**config.mk**
```make
export PLATFORM = sky130hd
export DESIGN_NAME = column_scheduler
export DESIGN_NICKNAME = d
export VERILOG_FILES = /design/src/rtl/column_scheduler.sv
export SDC_FILE = /design/constraint.sdc
export NUM_CORES = 1
export LEC_CHECK = 0
export ABC_AREA = 1
export BUFFER_PORTS_ARGS = -buffer_cell sky130_fd_sc_hd__buf_2
export CAP_MARGIN = 20
export CORE_ASPECT_RATIO = 0.8
export CORE_UTILIZATION = 40
export DETAILED_ROUTE_END_ITERATION = 8
export PLACE_DENSITY = 0.64
export SYNTH_ARGS = -nofsm -noshare
export SYNTH_HDL_FRONTEND = slang
export SYNTH_SLANG_ARGS = --single-unit
```
**constraint.sdc**
```tcl
create_clock -name clk -period 1.53 [get_ports clk]
set_input_delay 0.306 -clock clk [delete_from_list [all_inputs] [get_ports clk]]
set_output_delay 0.306 -clock clk [all_outputs]
set_load 0.02 [all_outputs]
```
**src/rtl/column_scheduler.sv**
```systemverilog
// rtl/column_scheduler.sv - turns encoder step pulses into LED column requests
// for the light painter, with a bounded backlog of outstanding columns.
module column_scheduler #(
  parameter int STEPS_PER_COL = 4,
  parameter int NUM_COLS      = 32,
  parameter int COL_W         = 5,
  parameter int MAX_PEND      = 3
) (
  input  logic             clk,
  input  logic             reset,
  input  logic             enable,
  input  logic             step_valid,
  input  logic             step_dir,
  input  logic             col_ack,
  output logic             col_req,
  output logic [COL_W-1:0] col_index,
  output logic             busy,
  output logic             done,
  output logic             overrun
);

  localparam int PW = $clog2(MAX_PEND + 1);
  localparam int SW = $clog2(STEPS_PER_COL);
  localparam logic [SW-1:0]    ACC_MAX  = SW'(STEPS_PER_COL - 1);
  localparam logic [PW-1:0]    PEND_MAX = PW'(MAX_PEND);
  localparam logic [COL_W-1:0] LAST_COL = COL_W'(NUM_COLS - 1);
  localparam logic [COL_W-1:0] BL_MAX   = '1;

  typedef enum logic [1:0] {S_IDLE, S_RUN, S_DONE} state_t;

  state_t           state_q, state_d;
  logic [SW-1:0]    step_acc_q, step_acc_d;
  logic [COL_W-1:0] backlog_q, backlog_d;
  logic [PW-1:0]    pending_q, pending_d;
  logic [COL_W-1:0] col_index_q, col_index_d;
  logic             col_req_q, col_req_d;
  logic             done_q, done_d;
  logic             overrun_q, overrun_d;
  logic             transfer;
  logic             last_transfer;
  logic             col_event;

  assign transfer      = col_req_q & col_ack;
  assign last_transfer = transfer && (col_index_q == LAST_COL);

  always_ff @(posedge clk or negedge reset) begin
    if (!reset) begin
      state_q     <= S_IDLE;
      step_acc_q  <= '0;
      backlog_q   <= '0;
      pending_q   <= '0;
      col_index_q <= '0;
      col_req_q   <= 1'b0;
      done_q      <= 1'b0;
      overrun_q   <= 1'b0;
    end else begin
      state_q     <= state_d;
      step_acc_q  <= step_acc_d;
      backlog_q   <= backlog_d;
      pending_q   <= pending_d;
      col_index_q <= col_index_d;
      col_req_q   <= col_req_d;
      done_q      <= done_d;
      overrun_q   <= overrun_d;
    end
  end

  always_comb begin
    state_d = state_q;
    case (state_q)
      S_IDLE:  if (enable) state_d = S_RUN;
      S_RUN: begin
        if (!enable)            state_d = S_IDLE;
        else if (last_transfer) state_d = S_DONE;
      end
      S_DONE:  if (!enable) state_d = S_IDLE;
      default: state_d = S_IDLE;
    endcase
  end

  always_comb begin
    step_acc_d  = step_acc_q;
    backlog_d   = backlog_q;
    pending_d   = pending_q;
    col_index_d = col_index_q;
    done_d      = done_q;
    overrun_d   = overrun_q;
    col_event   = 1'b0;
    case (state_q)
      S_IDLE: begin
        if (enable) begin
          step_acc_d  = '0;
          backlog_d   = '0;
          col_index_d = '0;
          overrun_d   = 1'b0;
          done_d      = 1'b0;
          pending_d   = PW'(1);
        end
      end
      S_RUN: begin
        if (!enable) begin
          pending_d = '0;
          done_d    = 1'b0;
          overrun_d = 1'b0;
        end else begin
          if (step_valid) begin
            if (step_dir) begin
              if (step_acc_q == ACC_MAX) begin
                step_acc_d = '0;
                // Ground already painted once is skipped until the backlog drains.
                if (backlog_q != '0) backlog_d = backlog_q - 1'b1;
                else                 col_event = 1'b1;
              end else begin
                step_acc_d = step_acc_q + 1'b1;
              end
            end else begin
              if (step_acc_q == '0) begin
                step_acc_d = ACC_MAX;
                if (backlog_q != BL_MAX) backlog_d = backlog_q + 1'b1;
              end else begin
                step_acc_d = step_acc_q - 1'b1;
              end
            end
          end
          if (last_transfer) begin
            pending_d = '0;
            done_d    = 1'b1;
          end else begin
            if (transfer) col_index_d = col_index_q + 1'b1;
            if (col_event && !transfer) begin
              if (pending_q == PEND_MAX) overrun_d = 1'b1;
              else                       pending_d = pending_q + 1'b1;
            end else if (!col_event && transfer) begin
              pending_d = pending_q - 1'b1;
            end
          end
        end
      end
      S_DONE: begin
        if (!enable) begin
          done_d    = 1'b0;
          overrun_d = 1'b0;
        end
      end
      default: ;
    endcase
  end

  always_comb begin
    col_req_d = (state_d == S_RUN) && (pending_d != '0);
    col_req   = col_req_q;
    col_index = col_index_q;
    busy      = (state_q != S_IDLE);
    done      = done_q;
    overrun   = overrun_q;
  end

endmodule

```
* After elaboration in Yosys (flattened, before gate mapping)
Index checks and enable logic that the tools add are counted.
Operators by class: add/sub/neg operators 7, multiply operators 0, divide/modulo/power cells 0, magnitude comparators 0, equal/unequal tests 21, shift-type cells 0, multiplexer cells 48, bitwise gates (word level) 1, reductions and logical operators 18
Operators by type and width (count):
- 2-to-1 mux 5 bit | 11
- 2-to-1 mux 2 bit | 16
- inequality test 3 bit (second input constant) | 8
- case mux 5 bit (2 select lines) | 2
- 2-to-1 mux 1 bit | 14
- inequality test 2 bit (second input constant) | 6
- adder 5 x 1 -> 5 bit (second input constant) | 2
- case mux 2 bit (2 select lines) | 2
- AND reduction 4 bit | 2
- AND reduction 8 bit | 1
- == test 2 bit (second input constant) | 3
- case mux 1 bit (3 select lines) | 2
- case mux 2 bit (3 select lines) | 1
- AND reduction 6 bit | 1
- nonzero test 2 bit | 3
- == test 5 bit (second input constant) | 1
- inequality test 5 bit (second input constant) | 1
- AND reduction 5 bit | 1
- nonzero test 5 bit | 1
- subtractor 5 x 1 -> 5 bit (second input constant) | 1
- adder 2 x 1 -> 2 bit (second input constant) | 2
- == test 2 x 1 -> 1 bit (second input constant) | 2
- logical AND 1 bit | 4
- zero test 2 bit | 2
- other kinds (4) | 6
Storage, ports and cells: register bits after elaboration 19, bits in latches 0, RAM bits 0, bits in read-only memories 0, memories kept 0

* Depth between registers and ports, before layout
depth in word-level cells 16, mapped depth 13, gate-level depth less buffers 13

* Worst setup path after synthesis
Ideal clock, no wire load.
path type flip-flop to flip-flop, start reg col_index_q[1] (netlist: col_index[1]), end reg overrun_q (netlist: overrun), arrival 1715 ps, data required time 1403 ps, setup slack -311 ps, cell stages (with the launch flop) 12, path buffers 0, period minus slack after synthesis 1841 ps, path through dfrtp_1 > ha_1 > nand2_1 > nor2_1 > ha_1 > inv_1 > nor2_1 > nor2_2 > nor2_1 > o21ai_1 > a21oi_1 > a21oi_1
Between the ends: longest elaborated chain between the ends 4
RTL lines:
- from (decl) | RTL line 35 | logic [COL_W-1:0] col_index_q, col_index_d;
- from (signal assigned) | RTL line 61 | col_index_q <= col_index_d;
- == test 5 bit | RTL line 44 | assign last_transfer = transfer && (col_index_q == LAST_COL);
- logical AND 1 bit | RTL line 44
- inequality test 3 bit (no source line)
- AND reduction 6 bit (no source line)
- to (signal assigned) | RTL line 64 | overrun_q <= overrun_d;
- to (decl) | RTL line 38 | logic overrun_q, overrun_d;
Every way passes these cells. A chain may end at the register's enable or synchronous reset.

* Final worst setup path
start reg col_index_q[0] (netlist: col_index[0]), end reg col_index_q[2] (netlist: col_index[2])
Between the ends: longest elaborated chain between the ends 5
RTL lines:
- adder 5 x 1 -> 5 bit | RTL line 129 | if (transfer) col_index_d = col_index_q + 1'b1;
- 2-to-1 mux 5 bit | RTL line 129
- 2-to-1 mux 5 bit | RTL line 125 | if (last_transfer) begin
- 2-to-1 mux 5 bit | RTL line 101 | if (!enable) begin
- case mux 5 bit (2 select lines) | RTL line 89 | case (state_q)
Several ways; a longest one is shown, not always the timed one. The select of a mux whose other input is x is not followed.

==> metrics <==
outcome=finished with violations; failing checks=setup timing; cell count after synthesis=between 150 and 200; CTS Buf Count=3; CTS tree=built; die area=between 0.003 and 0.004 sq mm; Reg clk slew, reported paths=roughly 0.070 ns; type of origin of the critical path=flop; PnR worst setup slack=-0.111 ns; Initial Util=a little over two fifths; delay-heaviest family, CP=flip-flops; dpl hpwl=between 2 and 2.5 mm; fin crit period=~1.6 ns; Row Count=17; WHS=~0.35 ns; total clock sinks=19; nets@finish=between 200 and 250; Max Fanout on Critical Path=3; DRT antenna net count=0; Chip Height=~52 um; RSZ-0062 raised after global routing=true; worst vdd ir=0.613 mV; logic gate share of total power=between 40% and 50%; die width=64.7 um; Longest Clk Path Bufs=2; Post-Route WL=2.90 mm; Post-Syn Nets=roughly 180; max incr delay on CP=0.43 ns; Initial DRT Pass Iterations=4; core box area=around 0.0029 sq mm; Sw Ratio=about two fifths; Mapped Area=around 0.0013 sq mm; WL per Instance=about 12 um; pwr dens=1060 mW/mm^2; Fmax achieved=roughly 0.61 GHz; HP Class=input port to flop; CTS root buffer=clkbuf_8; Yosys reg bits=19; 1st-iter DRT viols=47; DRC Markers=0; crit-path cells=ha_4 -> nand2_2 -> nor2_2 -> ha_2 -> buf_6 -> nor3_4 -> o21ai_0 -> xor2_1 -> nor2_1; Seq pwr share=38.1%; GRT overflow=0; share of the clock period used by the worst path=107%; Unique masters post-synth=26; number of global-route vias before repair=between 1000 and 1500; Buffers & Inverters on Critical Path=1; CP Data Arrival Time=1.79 ns; first-pass GRT wire length=4.71 mm; initial antenna violation count=0; Worst setup EP type=flop; Hold Vio Cnt, Final=0; Worst path slowest cell=dfrtp_2; MaxCap Viol Count=0; CTS H-tree depth=1; Slew Limit Fails=0; GP Congestion=between 0.8 and 0.9; Final setup viols=8; Worst Max-Slew Pin Slew=0.444 ns; vias per inst=~5.0; Syn. warnings=0; crit path kind=flop to flop; pin count of the biggest net entering global routing=20; Int Power=0.00111 W; number of placed I/O pins=15; Clock Latency Late Sink=between 0.2 and 0.3 ns; Antenna Cells=0; Setup Skew=approximately 0.0015 ns; Mean Syn Cell Area=just under 8 sq um; sequential-to-total area share from yosys stat=37.8%; Port Buffers=14; part of the power in the clock network=20.1%; vias post-DR=~1200; Filler Cell Count=between 200 and 300; Leakage=0.839 nW; CP Data Required Time=~1.7 ns; Slew HR=just over 70%; share of layout cells above drive strength 1=39.4%; Net Switching=between 0.0006 and 0.0007 W; Layout area overhead=36.3%; Setup TNS=-0.457 ns; GRT Util Overall=18.7%
-- state kept, by name, summed over array words and instances, names as in the netlist --
signal	cells
pending_q	2
overrun	1
step_acc_q	2
col_index	5
done	1
col_req	1
state_q	2
backlog_q	5
-- power groups by stage --
stage	combinational (W)	clock (W)	sequential [W]
floorplan	0.000418	0	0.000687
global placement	0.000612	0	0.000675
detailed placement	0.000629	0	0.000680
CTS	0.000654	0.000374	0.000672
global route	0.000843	0.000382	0.000701
finish	0.000755	0.000364	0.000688
-- worst register-to-register path, delay by kind of cell (launching register included) --
| kind | cells | cell delay, ns |
|---|---|---|
| xor+xnor | 1 | 0.16 |
| fa+ha+maj | 2 | 0.37 |
| simple gates | 4 | 0.32 |
| buf+inv | 1 | 0.12 |
| flops | 1 | 0.43 |
| compound gates | 1 | 0.14 |
-- cell usage after synthesis, drive strengths merged --
master / count / area share, %
a31oi: 2 / 1.0
nand2: 31 / 9.7
a21oi: 8 / 3.2
nor3b: 1 / 0.60
or2: 3 / 1.5
nor3: 2 / 1.7
dfrtp: 19 / 38
xor2: 2 / 1.4
o2bb2ai: 1 / 0.70
o221ai: 1 / 0.70
inv: 25 / 7.5
nand4: 5 / 2.5
fa: 1 / 1.6
nor2: 22 / 8.4
o21ai: 13 / 5.2
buf: 1 / 0.60
ha: 10 / 10
nand3: 13 / 5.2
a21boi: 1 / 0.90
-- final timing paths --
check | from | to | slack [ns] | cells past startpoint
min in group asynchronous | reset | backlog_q[4]$_DFFE_PN0P_ | 0.51 | 2
worst max-delay path | col_index[0]$_DFFE_PN0P_ | col_index[2]$_DFFE_PN0P_ | -0.11 | 9
worst max register to register | col_index[0]$_DFFE_PN0P_ | col_index[2]$_DFFE_PN0P_ | -0.11 | 9
max in group asynchronous | reset | state_q[0]$_DFF_PN0_ | 0.68 | 2
worst min-delay path | enable | state_q[1]$_DFF_PN0_ | 0.35 | 3
worst min register to register | done$_DFFE_PN0P_ | done$_DFFE_PN0P_ | 0.52 | 2
-- metrics by stage --
| stage | cell area, sq um | util, % | power [W] | worst slack, ns | instances |
|---|---|---|---|---|---|
| floorplan | 1300 | - | 0.00110 | -0.114 | 161 |
| global route | 1710 | 59.6 | 0.00193 | -0.214 | 236 |
| CTS | 1620 | 56.5 | 0.00170 | -0.0775 | 235 |
| finish | 1710 | 59.6 | 0.00181 | -0.111 | 236 |
| global placement | 1510 | 52.5 | 0.00129 | -0.0242 | 225 |
| detailed placement | 1510 | 52.5 | 0.00131 | -0.102 | 225 |
-- metal layers --
layer	track usage (%)	routed length, um
met5	0	0
met4	4.44	19
met3	5.26	94
met2	29.1	1310
met1	25.6	1470
-- cell usage in the layout (no fill, tap or decap), types with 2 or more instances in the layout --
cell type,synthesis,layout
buf_6,0,4
buf_4,1,16
nor2_4,2,6
nand4_1,5,5
o21ai_0,8,7
nor2_1,17,12
clkbuf_8,0,3
nand2_1,29,26
nor2_2,3,4
ha_4,0,2
nand3_1,13,10
a21oi_2,0,3
xor2_1,2,2
inv_2,2,4
nand3_2,0,3
nand2_2,2,4
o21ai_1,5,5
buf_2,0,13
dfrtp_2,0,5
a21oi_1,8,5
inv_1,23,21
dfrtp_1,19,14
ha_1,10,7
-- logic make-up after synthesis --
logic type	count (synthesis)	synth area share (%)
buffers and inverters	26	8.07
adders and majority gates	11	11.6
and+or+nand+nor	77	29.5
DFF	19	37.8
xor gates and xnor gates	2	1.39
AOI/OAI and AO/OA	26	11.7
-- final cells by class --
| class | count | area (sq um) | share of cell area [%] |
|---|---|---|---|
| Multi-Input combinational cell | 116 | 803 | 46.9 |
| Sequential cell | 19 | 482 | 28.1 |
| Timing Repair Buffer | 34 | 240 | 14.0 |
| Inverter | 25 | 93.8 | 5.48 |
| Tap cell | 38 | 47.5 | 2.78 |
| Clock buffer | 4 | 45.0 | 2.63 |
-- repair_timing --
item                       4_1_cts  5_1_grt
hold buffers                     1        0
setup endpoints to repair        3       17
gates resized for setup          5       24
setup buffers                    5        2
pin swaps                       11       10
hold endpoints to repair        19        0
Power figures use the tool's default switching activity.
